### config.mk
export PLATFORM = sky130hd
export DESIGN_NAME = pwm_timer_ctrl_flat
export DESIGN_NICKNAME = d
export VERILOG_FILES = /design/src/rtl/pwm_pkg.sv /design/src/rtl/pwm_timer_ctrl_if.sv /design/src/rtl/pwm_prescaler.sv /design/src/rtl/pwm_timer_ctrl.sv /design/src/flat_wrapper.sv
export SDC_FILE = /design/constraint.sdc
export NUM_CORES = 1
export LEC_CHECK = 0
export ABC_AREA = 1
export CAP_MARGIN = 10
export CORE_MARGIN = 5
export CORE_UTILIZATION = 45
export DETAILED_ROUTE_END_ITERATION = 8
export GPL_ROUTABILITY_DRIVEN = 0
export PLACE_DENSITY = 0.74
export SETUP_SLACK_MARGIN = 0.3
export SLEW_MARGIN = 20
export SYNTH_ARGS = -nofsm -noshare
export SYNTH_HDL_FRONTEND = slang
export SYNTH_SLANG_ARGS = --single-unit
### constraint.sdc
create_clock -name clk -period 2.7 [get_ports clk]
set_input_delay 0.27 -clock clk [delete_from_list [all_inputs] [get_ports clk]]
set_output_delay 0.27 -clock clk [all_outputs]
set_load 0.02 [all_outputs]
### src/rtl/pwm_pkg.sv
// Shared encodings for the PWM timer sequencer: FSM states, pwm_gen function codes
// and default widths.
package pwm_pkg;
   localparam int CNT_W_DEFAULT   = 8;
   localparam int PRESC_W_DEFAULT = 8;

   localparam logic [1:0] IDLE     = 2'd0;
   localparam logic [1:0] RUN      = 2'd1;
   localparam logic [1:0] STOPPING = 2'd2;

   typedef enum logic [1:0] {
      ST_IDLE     = IDLE,
      ST_RUN      = RUN,
      ST_STOPPING = STOPPING
   } state_t;

   localparam logic [1:0] ALIGN_LEFT  = 2'd0;
   localparam logic [1:0] ALIGN_RIGHT = 2'd1;
   localparam logic [1:0] RANGE       = 2'd2;
endpackage

### src/rtl/pwm_timer_ctrl_if.sv
// Control/config bus between a host and pwm_timer_ctrl, plus the outputs to pwm_gen.
// start, stop and cfg_wr are single-cycle pulses with no back-pressure: each is acted
// on at the rising edge where it is high and is never held or acknowledged.
interface pwm_timer_ctrl_if #(
   parameter int CNT_W   = 8,
   parameter int PRESC_W = 8
);
   import pwm_pkg::*;

   logic               start;
   logic               stop;
   logic               cfg_oneshot;
   logic [PRESC_W-1:0] cfg_prescale;
   logic               cfg_wr;
   logic [CNT_W-1:0]   cfg_period;
   logic [CNT_W-1:0]   cfg_compare1;
   logic [CNT_W-1:0]   cfg_compare2;
   logic [1:0]         cfg_functions;

   logic [CNT_W-1:0]   counter_val;
   logic               pwm_en;
   logic [CNT_W-1:0]   period;
   logic [CNT_W-1:0]   compare1;
   logic [CNT_W-1:0]   compare2;
   logic [1:0]         functions;
   logic               period_done;
   logic               busy;
   state_t             dbg_state;

   modport master (
      output start, stop, cfg_oneshot, cfg_prescale, cfg_wr,
             cfg_period, cfg_compare1, cfg_compare2, cfg_functions,
      input  counter_val, pwm_en, period, compare1, compare2, functions,
             period_done, busy, dbg_state
   );

   modport slave (
      input  start, stop, cfg_oneshot, cfg_prescale, cfg_wr,
             cfg_period, cfg_compare1, cfg_compare2, cfg_functions,
      output counter_val, pwm_en, period, compare1, compare2, functions,
             period_done, busy, dbg_state
   );
endinterface

### src/rtl/pwm_prescaler.sv
// Clock prescaler: tick is high once every div+1 enabled clocks; held clear while disabled.
module pwm_prescaler #(
   parameter int PRESC_W = 8
) (
   input  logic               clk,
   input  logic               rst_n,
   input  logic               en,
   input  logic [PRESC_W-1:0] div,
   output logic               tick
);
   logic [PRESC_W-1:0] presc_cnt;

   // div is read live; if it drops below presc_cnt the count rolls over before ticking.
   assign tick = en && (presc_cnt == div);

   always_ff @(posedge clk) begin
      if (!rst_n || !en || tick) begin
         presc_cnt <= '0;
      end else begin
         presc_cnt <= presc_cnt + 1'b1;
      end
   end
endmodule

### src/rtl/pwm_timer_ctrl.sv
// Sequencer for pwm_gen: run/stop FSM, period counter and double-buffered configuration
// that only changes at a period wrap while running.
module pwm_timer_ctrl
   import pwm_pkg::*;
#(
   parameter int CNT_W   = CNT_W_DEFAULT,
   parameter int PRESC_W = PRESC_W_DEFAULT
) (
   input  logic             clk,
   input  logic             rst_n,
   pwm_timer_ctrl_if.slave  bus
);
   state_t           state, state_nxt;
   logic             running, tick, wrap, start_go;
   logic             oneshot_q, done_q, pend_v;
   logic [CNT_W-1:0] cnt_q;
   logic [CNT_W-1:0] per_q, c1_q, c2_q;
   logic [1:0]       fn_q;
   logic [CNT_W-1:0] pend_per, pend_c1, pend_c2;
   logic [1:0]       pend_fn;

   assign running = (state != ST_IDLE);
   assign wrap    = tick && (cnt_q == per_q);

   pwm_prescaler #(.PRESC_W(PRESC_W)) u_presc (
      .clk   (clk),
      .rst_n (rst_n),
      .en    (running),
      .div   (bus.cfg_prescale),
      .tick  (tick)
   );

   always_comb begin
      state_nxt = state;
      start_go  = 1'b0;
      case (state)
         ST_IDLE: begin
            // stop in the same cycle cancels the start
            if (bus.start && !bus.stop) begin
               state_nxt = ST_RUN;
               start_go  = 1'b1;
            end
         end
         ST_RUN: begin
            if (wrap && oneshot_q) state_nxt = ST_IDLE;
            else if (bus.stop)     state_nxt = ST_STOPPING;
         end
         ST_STOPPING: begin
            if (wrap) state_nxt = ST_IDLE;
         end
         default: state_nxt = ST_IDLE;
      endcase
   end

   always_ff @(posedge clk) begin
      if (!rst_n) state <= ST_IDLE;
      else        state <= state_nxt;
   end

   always_ff @(posedge clk) begin
      if (!rst_n) begin
         cnt_q     <= '0;
         oneshot_q <= 1'b0;
         done_q    <= 1'b0;
      end else begin
         done_q <= wrap;
         if (start_go) begin
            cnt_q     <= '0;
            oneshot_q <= bus.cfg_oneshot;
         end else if (state_nxt == ST_IDLE) begin
            cnt_q <= '0;
         end else if (tick) begin
            cnt_q <= wrap ? '0 : cnt_q + 1'b1;
         end
      end
   end

   // While running, writes are staged; the active set only moves at a wrap, so the
   // counter can never be above a freshly shrunk period.
   always_ff @(posedge clk) begin
      if (!rst_n) begin
         per_q    <= '0;
         c1_q     <= '0;
         c2_q     <= '0;
         fn_q     <= '0;
         pend_per <= '0;
         pend_c1  <= '0;
         pend_c2  <= '0;
         pend_fn  <= '0;
         pend_v   <= 1'b0;
      end else if (!running) begin
         if (bus.cfg_wr) begin
            per_q <= bus.cfg_period;
            c1_q  <= bus.cfg_compare1;
            c2_q  <= bus.cfg_compare2;
            fn_q  <= bus.cfg_functions;
         end
      end else begin
         if (wrap && pend_v) begin
            per_q <= pend_per;
            c1_q  <= pend_c1;
            c2_q  <= pend_c2;
            fn_q  <= pend_fn;
         end
         if (bus.cfg_wr) begin
            pend_per <= bus.cfg_period;
            pend_c1  <= bus.cfg_compare1;
            pend_c2  <= bus.cfg_compare2;
            pend_fn  <= bus.cfg_functions;
         end
         pend_v <= bus.cfg_wr || (pend_v && !wrap);
      end
   end

   assign bus.counter_val = cnt_q;
   assign bus.pwm_en      = running;
   assign bus.busy        = running;
   assign bus.period      = per_q;
   assign bus.compare1    = c1_q;
   assign bus.compare2    = c2_q;
   assign bus.functions   = fn_q;
   assign bus.period_done = done_q;
   assign bus.dbg_state   = state;
endmodule

### src/flat_wrapper.sv
// flat-port wrapper written by rule: the top's interface ports become plain ports
module pwm_timer_ctrl_flat import pwm_pkg::*;
#(
   parameter int CNT_W   = CNT_W_DEFAULT,
   parameter int PRESC_W = PRESC_W_DEFAULT
)
  (clk, rst_n, bus_start, bus_stop, bus_cfg_oneshot, bus_cfg_prescale, bus_cfg_wr, bus_cfg_period, bus_cfg_compare1, bus_cfg_compare2, bus_cfg_functions, bus_counter_val, bus_pwm_en, bus_period, bus_compare1, bus_compare2, bus_functions, bus_period_done, bus_busy, bus_dbg_state);
  pwm_timer_ctrl_if #(.CNT_W(CNT_W), .PRESC_W(PRESC_W)) bus_i ();
  input  logic clk;
  input  logic rst_n;
  input wire logic [$bits(bus_i.start)-1:0] bus_start;
  input wire logic [$bits(bus_i.stop)-1:0] bus_stop;
  input wire logic [$bits(bus_i.cfg_oneshot)-1:0] bus_cfg_oneshot;
  input wire logic [$bits(bus_i.cfg_prescale)-1:0] bus_cfg_prescale;
  input wire logic [$bits(bus_i.cfg_wr)-1:0] bus_cfg_wr;
  input wire logic [$bits(bus_i.cfg_period)-1:0] bus_cfg_period;
  input wire logic [$bits(bus_i.cfg_compare1)-1:0] bus_cfg_compare1;
  input wire logic [$bits(bus_i.cfg_compare2)-1:0] bus_cfg_compare2;
  input wire logic [$bits(bus_i.cfg_functions)-1:0] bus_cfg_functions;
  output wire logic [$bits(bus_i.counter_val)-1:0] bus_counter_val;
  output wire logic [$bits(bus_i.pwm_en)-1:0] bus_pwm_en;
  output wire logic [$bits(bus_i.period)-1:0] bus_period;
  output wire logic [$bits(bus_i.compare1)-1:0] bus_compare1;
  output wire logic [$bits(bus_i.compare2)-1:0] bus_compare2;
  output wire logic [$bits(bus_i.functions)-1:0] bus_functions;
  output wire logic [$bits(bus_i.period_done)-1:0] bus_period_done;
  output wire logic [$bits(bus_i.busy)-1:0] bus_busy;
  output wire logic [$bits(bus_i.dbg_state)-1:0] bus_dbg_state;
  assign bus_i.start = bus_start;
  assign bus_i.stop = bus_stop;
  assign bus_i.cfg_oneshot = bus_cfg_oneshot;
  assign bus_i.cfg_prescale = bus_cfg_prescale;
  assign bus_i.cfg_wr = bus_cfg_wr;
  assign bus_i.cfg_period = bus_cfg_period;
  assign bus_i.cfg_compare1 = bus_cfg_compare1;
  assign bus_i.cfg_compare2 = bus_cfg_compare2;
  assign bus_i.cfg_functions = bus_cfg_functions;
  assign bus_counter_val = bus_i.counter_val;
  assign bus_pwm_en = bus_i.pwm_en;
  assign bus_period = bus_i.period;
  assign bus_compare1 = bus_i.compare1;
  assign bus_compare2 = bus_i.compare2;
  assign bus_functions = bus_i.functions;
  assign bus_period_done = bus_i.period_done;
  assign bus_busy = bus_i.busy;
  assign bus_dbg_state = bus_i.dbg_state;
  pwm_timer_ctrl #(.CNT_W(CNT_W), .PRESC_W(PRESC_W)) u_core (.clk(clk), .rst_n(rst_n), .bus(bus_i));
endmodule
==> metrics.log, run 1 <==
[metrics] result of the run: finished, final reports clean
[metrics] power density of the placed cells: 609.9 nW/um2
[metrics] Worst Path Arrival: 1.88 ns
[metrics] setup repair after global routing missed its margin: no
[metrics] number of register bits inferred by synthesis: 73
[metrics] number of nets produced by synthesis: 534
[metrics] clock latency of the later-clocked register in the worst-skew pair: 0.35 ns
[metrics] slew at the pin with the worst max-slew slack: 0.5090 ns
[metrics] peak fanout along the critical path: 14
[metrics] max_cap viols: 0
[metrics] # DRC: 0
[metrics] CTS H-tree lvls: 3
[metrics] drt wl/cell: 12.47 um
[metrics] top area cells in the synthesized netlist: sky130_fd_sc_hd__dfxtp_1 42%, sky130_fd_sc_hd__nand2_1 10%, sky130_fd_sc_hd__nor2_1 8.7%
[metrics] worst path buffer plus inverter count: 2
[metrics] number of cell rows: 31
[metrics] synthesized instance count: 492
[metrics] CTS sink cnt: 73
[metrics] kind of end point of the critical path: output pin
[metrics] Slew Viols, Final: 0
[metrics] library cell occupying the most area in the post-synthesis netlist: sky130_fd_sc_hd__dfxtp_1
[metrics] antenna-violating nets left: 0
[metrics] number of vias per cell after detailed routing: 4.855
[metrics] buffer count from post-CTS setup fixing: 0
[metrics] First-pass DRT Iterations: 4
[metrics] Setup violations, final: 0
[metrics] post-detailed-placement half-perimeter wirelength: 5.978 mm
[metrics] Netlist Area Pre-Place: 3442 um2
[metrics] pin count of the biggest net entering global routing: 44
[metrics] vias in the first global route: 3157
[metrics] Worst Hold Class: reg -> reg
[metrics] clock edge transition at the registers on the reported setup and hold paths: 0.07 ns
[metrics] growth of design area from synthesis to finish: 31.59%
[metrics] multi-input gate area in the final layout: 1644 um2
[metrics] Ant. Diodes: 0
[metrics] share of the clock period used by the worst path: 0.7962
[metrics] Reg area: 1461 um2
[metrics] width of the chip: 97.46 um
[metrics] total overflow reported by the global router: 0
[metrics] most frequent standard cell in the layout excluding fill and tap cells: sky130_fd_sc_hd__nand2_1
[metrics] WP data required: 2.43 ns
[metrics] number of cells on the worst hold path: 2
[metrics] Clock Skews: 0.008506 ns
[metrics] fraction of final layout cells sized beyond drive strength 1: 0.09155
[metrics] CTS tree: built
[metrics] most frequent cells in the layout: 96 x sky130_fd_sc_hd__nand2_1, 79 x sky130_fd_sc_hd__nor2_1, 78 x sky130_fd_sc_hd__clkdlybuf4s50_1
[metrics] maximum count of clock buffers along a single path: 2
[metrics] buffer cell driving the clock tree root: sky130_fd_sc_hd__clkbuf_8
[metrics] cells along the critical path: nor2_2 -> inv_1 -> clkdlybuf4s50_1
[metrics] number of cells on the critical path: 3
[metrics] top cell type's share of synthesized area: 0.4246
[metrics] count of hold buffers inserted by post-cts repair: 0
[metrics] Vert. Die Dim: 97.46 um
[metrics] peak per-stage delay on the critical path: 0.69 ns
[metrics] Post-synth EDFFs: 0
[metrics] number of cells on the worst reg-to-reg path: 7
[metrics] number of gates resized after cts: 0
[metrics] sequential area share after synthesis: 0.4246
[metrics] Global Route Usage Sum: 0.1819
[metrics] number of top-level pins: 79
[metrics] share of synthesized registers carrying an async set or reset: 0
[metrics] worst slew slack as a fraction of its limit: 0.6581
[metrics] routed vias: 3238
[metrics] most frequently used flop master after synthesis: sky130_fd_sc_hd__dfxtp_1
[metrics] clock buffers created by TritonCTS: 9
[metrics] fillcell total: 686
[metrics] Post-Syn Area per Cell: 6.996 um2
[metrics] core region area: 7370 um2
[metrics] kind of cell with the highest combined delay on the critical path: buffers and inverters
[metrics] setup TNS after final layout: 0 ns
[metrics] antenna violations before repair: 0
[metrics] classification of the worst setup path: reg -> out
[metrics] Initial DRC Count: 108
[metrics] synth unique cells: 32
[metrics] utilization of the core after routing: 0.6146
[metrics] kind of start point of the critical path: flop
[metrics] number of endpoints with negative hold slack in the final report: 0
[metrics] starting utilization of the core area: 0.4671
[metrics] final net count: 606
[metrics] count of buffers inserted at the top-level ports: 78
[metrics] wire length of the first global-routing pass: 14.39 mm
[metrics] minimum period implied by the final worst setup slack: 2.150 ns
[metrics] final wirelength: 8.319 mm
[metrics] overall die area: 9498 um2
[metrics] maximum VDD drop: 0.3042 mV
[metrics] CP max-delay cell: sky130_fd_sc_hd__clkdlybuf4s50_1
[metrics] yosys warns: 0
[metrics] f_max: 0.4651 GHz
[metrics] Static Leak: 1.883 nW
-- where the power goes --
group	leakage (nW)	total [mW]	internal, mW	switching [mW]
Combinational	1.16	0.455	0.200	0.255
Clock	0.129	1.13	0.727	0.400
Sequential	0.597	1.18	1.14	0.0373
-- state kept, by name (all words and copies together) (netlist names), 8 cells and up --
signal,cells
u_core.bus.compare1,8
u_core.bus.compare2,8
u_core.bus.counter_val,8
u_core.bus.period,8
u_core.pend_c1,8
u_core.pend_c2,8
u_core.pend_per,8
u_core.u_presc.presc_cnt,8
-- cell families (layout without fill, tap and decap cells) --
logic type | after synthesis | after routing | share of synthesized area
buffers and inverters | 79 | 155 | 0.09851
adder cells (fa/ha/maj) | 2 | 2 | 0.007269
flip-flops | 73 | 73 | 0.4246
AND/OR/NAND/NOR | 230 | 230 | 0.2944
AO/OA/AOI/OAI | 101 | 101 | 0.1574
XOR/XNOR | 7 | 7 | 0.01781
-- cells in the mapped netlist (9+ instances only) --
| cell | number |
|---|---|
| sky130_fd_sc_hd__nand2_1 | 96 |
| sky130_fd_sc_hd__nor2_1 | 80 |
| sky130_fd_sc_hd__dfxtp_1 | 73 |
| sky130_fd_sc_hd__o21ai_0 | 50 |
| sky130_fd_sc_hd__inv_1 | 48 |
| sky130_fd_sc_hd__a21oi_1 | 26 |
| sky130_fd_sc_hd__nand3_1 | 18 |
| sky130_fd_sc_hd__o21ai_1 | 17 |
| sky130_fd_sc_hd__clkbuf_1 | 11 |
| sky130_fd_sc_hd__nor2_2 | 9 |
-- area by class of cell --
| class | instances | share of cell area |
|---|---|---|
| tap | 99 | 0.02735 |
| clock buffer | 10 | 0.03039 |
| clock inverter | 5 | 0.02818 |
| multi-input combinational | 340 | 0.3630 |
| sequential | 73 | 0.3227 |
| timing repair buffer | 83 | 0.1807 |
| inverter | 57 | 0.04779 |
-- layer usage --
| layer | up-vias | routed length (um) | track usage |
|---|---|---|---|
| li1 | 1698 | - | - |
| met5 | - | 0 | 0 |
| met1 | 1437 | 3892 | 0.2261 |
| met2 | 92 | 3793 | 0.2941 |
| met4 | 0 | 128 | 0.06922 |
| met3 | 11 | 504 | 0.05671 |
-- final timing paths --
kind,startpoint,end,slack [ns]
worst min-delay path,u_core.pend_c2[4],u_core.pend_c2[4],0.45
worst min register to register,u_core.pend_c2[4],u_core.pend_c2[4],0.45
worst max-delay path,u_core.bus.dbg_state[0],bus_pwm_en,0.55
worst max register to register,u_core.bus.dbg_state[0],u_core.bus.period[1],0.65
-- worst reg2reg max path, stage by stage (launching register included) --
cell	delay [ns]
sky130_fd_sc_hd__dfxtp_1	0.35
sky130_fd_sc_hd__nor2_2	0.25
sky130_fd_sc_hd__buf_4	0.41
sky130_fd_sc_hd__nand2_1	0.16
sky130_fd_sc_hd__nand2_4	0.31
sky130_fd_sc_hd__inv_4	0.20
sky130_fd_sc_hd__o21ai_0	0.21
sky130_fd_sc_hd__a21oi_1	0.06
-- stage by stage --
step | hold WS [ns] | cell area [um2] | setup slack (ns) | cells | total power, mW
after global routing | 0.4675 | 4529 | 0.4086 | 667 | 2.890
after CTS | 0.4507 | 4529 | 0.5217 | 667 | 2.782
final | 0.4487 | 4529 | 0.5501 | 667 | 2.763
after detailed placement | 0.4402 | 4264 | 0.4315 | 652 | 1.659
after floorplan | 0.3807 | 3442 | 0.9800 | 492 | 1.471
after global placement | 0.4325 | 4264 | 0.5104 | 652 | 1.650
Note: power is estimated with default switching activity, not from simulation.
==> run 2: changes to the inputs <==
--- a/config.mk
+++ b/config.mk
@@ -11,7 +11,7 @@
 export CORE_UTILIZATION = 45
 export DETAILED_ROUTE_END_ITERATION = 8
 export GPL_ROUTABILITY_DRIVEN = 0
-export PLACE_DENSITY = 0.74
+export PLACE_DENSITY = 0.77
 export SETUP_SLACK_MARGIN = 0.3
 export SLEW_MARGIN = 20
 export SYNTH_ARGS = -nofsm -noshare
==> constraint.sdc (replaced) <==
create_clock -name clk -period 1.75 [get_ports clk]
set_input_delay 0.175 -clock clk [delete_from_list [all_inputs] [get_ports clk]]
set_output_delay 0.175 -clock clk [all_outputs]
set_load 0.02 [all_outputs]
==> metrics.log, run 2 (synthesis gave the netlist of run 1 again) <==
[metrics] Clock Skews: 0.01035 ns
[metrics] switching pwr: 1.091 mW
[metrics] placed cells: 666
[metrics] width of the chip: 97.46 um
[metrics] Worst Path Arrival: 1.91 ns
[metrics] wire length of the first global-routing pass: 14.88 mm
[metrics] number of non-filler instances in the completed layout: 701
[metrics] Static Leak: 2.277 nW
[metrics] growth of design area from synthesis to finish: 44.64%
[metrics] classification of the worst setup path: reg -> reg
[metrics] f_max: 0.5945 GHz
[metrics] kind of start point of the critical path: flop
[metrics] final net count: 640
[metrics] # DRC: 0
[metrics] power density of the placed cells: 790.3 nW/um2
[metrics] total overflow reported by the global router: 0
[metrics] pin count of the biggest net entering global routing: 44
[metrics] starting utilization of the core area: 0.4671
[metrics] minimum period implied by the final worst setup slack: 1.682 ns
[metrics] sequential group share of total power: 0.460
[metrics] kind of end point of the critical path: flop
[metrics] maximum count of clock buffers along a single path: 2
[metrics] routed metal-1 wire length: 3.791 mm
[metrics] drt wl/cell: 12.85 um
[metrics] instance area after placement: 4461 um2
[metrics] hold_ws: 0.4504 ns
[metrics] count of buffers inserted at the top-level ports: 78
[metrics] multi-input gate area in the final layout: 1754 um2
[metrics] First-pass DRT Iterations: 4
[metrics] share of the clock period used by the worst path: 0.9612
[metrics] relative contribution of the clock network to total power: 0.338
[metrics] setup repair after global routing missed its margin: yes
[metrics] Slew Viols, Final: 0
[metrics] Power Internal: 2.844 mW
[metrics] clock edge transition at the registers on the reported setup and hold paths: 0.07 ns
[metrics] number of endpoints with negative hold slack in the final report: 0
[metrics] result of the run: finished, final reports clean
[metrics] final wirelength: 9.005 mm
[metrics] Ant. Diodes: 0
[metrics] buffer cell driving the clock tree root: sky130_fd_sc_hd__clkbuf_8
[metrics] CTS sink cnt: 73
[metrics] Reg area: 1521 um2
[metrics] routed vias: 3470
[metrics] fraction of final layout cells sized beyond drive strength 1: 0.2409
[metrics] core region area: 7370 um2
[metrics] Global Route Usage Sum: 0.1873
[metrics] Vert. Die Dim: 97.46 um
[metrics] clock latency of the later-clocked register in the worst-skew pair: 0.34 ns
[metrics] CTS H-tree lvls: 3
[metrics] Worst Hold Class: reg -> reg
[metrics] worst slew slack as a fraction of its limit: 0.7126
[metrics] slew at the pin with the worst max-slew slack: 0.4298 ns
[metrics] count of hold buffers inserted by post-cts repair: 0
[metrics] most frequent standard cell in the layout excluding fill and tap cells: sky130_fd_sc_hd__nand2_1
[metrics] most frequent cells in the layout: 86 x sky130_fd_sc_hd__nand2_1, 76 x sky130_fd_sc_hd__nor2_1, 47 x sky130_fd_sc_hd__dfxtp_1
[metrics] clock buffers created by TritonCTS: 9
[metrics] max layer used: met4
[metrics] Setup violations, final: 0
[metrics] antenna violations before repair: 0
[metrics] vias in the first global route: 3341
[metrics] number of cell rows: 31
[metrics] overall die area: 9498 um2
[metrics] final std cell area, no fill: 4979 um2
[metrics] WP data required: 1.98 ns
[metrics] max_cap viols: 0
[metrics] peak fanout along the critical path: 8
[metrics] maximum VDD drop: 0.5341 mV
[metrics] post-detailed-placement half-perimeter wirelength: 6.222 mm
[metrics] switching power share of the total: 0.2773
[metrics] number of top-level pins: 79
[metrics] share of power burned in combinational logic: 0.201
[metrics] Initial DRC Count: 124
[metrics] CTS tree: built
[metrics] detailed route wirelength on metal2: 4.352 mm
[metrics] number of vias per cell after detailed routing: 4.950
[metrics] Routed met3 length: 666 um
[metrics] antenna-violating nets left: 0
[metrics] fillcell total: 616
-- run 2: worst max-delay path: stages (launching register included) --
cell and delay, ns:
sky130_fd_sc_hd__dfxtp_2 0.35, sky130_fd_sc_hd__inv_2 0.05, sky130_fd_sc_hd__nand2_2 0.07, sky130_fd_sc_hd__nand2_2 0.06, sky130_fd_sc_hd__nor2_2 0.12, sky130_fd_sc_hd__nand3_2 0.10, sky130_fd_sc_hd__nor2_4 0.19, sky130_fd_sc_hd__nand3_2 0.11
sky130_fd_sc_hd__nand2_1 0.07, sky130_fd_sc_hd__nand2_1 0.06, sky130_fd_sc_hd__nand2_2 0.11, sky130_fd_sc_hd__nand2_2 0.09, sky130_fd_sc_hd__nand2_4 0.15, sky130_fd_sc_hd__nor2_2 0.05
-- run 2: final timing paths --
check / start / to / slack, ns / cells past startpoint
max: u_core.u_presc.presc_cnt[5] / u_core.bus.counter_val[6] / 0.07 / 13
min: u_core.pend_c1[4] / u_core.pend_c1[4] / 0.45 / 2
max reg2reg: u_core.u_presc.presc_cnt[5] / u_core.bus.counter_val[6] / 0.07 / 13
min reg2reg: u_core.pend_c1[4] / u_core.pend_c1[4] / 0.45 / 2
-- run 2: layout make-up --
type / count / share of cell area
Sequential cell: 73 / 0.3056
Timing Repair Buffer: 116 / 0.2297
Clock inverter: 5 / 0.01081
Timing Repair inverter: 1 / 0.001005
Tap cell: 99 / 0.02488
Inverter: 57 / 0.04574
Clock buffer: 10 / 0.02991
Multi-Input combinational cell: 340 / 0.3523
-- run 2: per-layer routing --
layer  vias to the layer above  global-route usage
li1                       1778                   -
met1                      1568              0.2195
met2                       105              0.3094
met3                        19             0.07538
met4                         0             0.06496
met5                         -                   0
-- run 2: what timing repair did --
| action | in CTS | in global routing |
|---|---|---|
| pin swaps | 22 | 9 |
| setup endpoints to repair | 105 | 68 |
| setup buffers | 12 | 5 |
| gates resized for setup | 76 | 32 |
| gates cloned | 1 | 2 |
-- run 2: power groups by stage --
stage	registers (mW)	clock network, mW	logic (mW)
after floorplan	1.91	0	0.352
after global placement	1.85	0	0.716
after detailed placement	1.85	0	0.729
after CTS	1.81	1.36	0.754
after global routing	1.82	1.45	0.872
final	1.81	1.33	0.793
-- run 2: stage by stage --
step           total power, mW  TNS, ns  setup slack (ns)    util
2_1_floorplan            2.266        0            0.2369       -
3_3_place_gp             2.564   -6.051           -0.2106  0.6053
3_5_place_dp             2.580   -8.418           -0.2769  0.6053
4_1_cts                  3.926        0            0.1457  0.6555
5_1_grt                  4.145  -0.5089          -0.04700  0.6756
6_report                 3.935        0           0.06784  0.6756
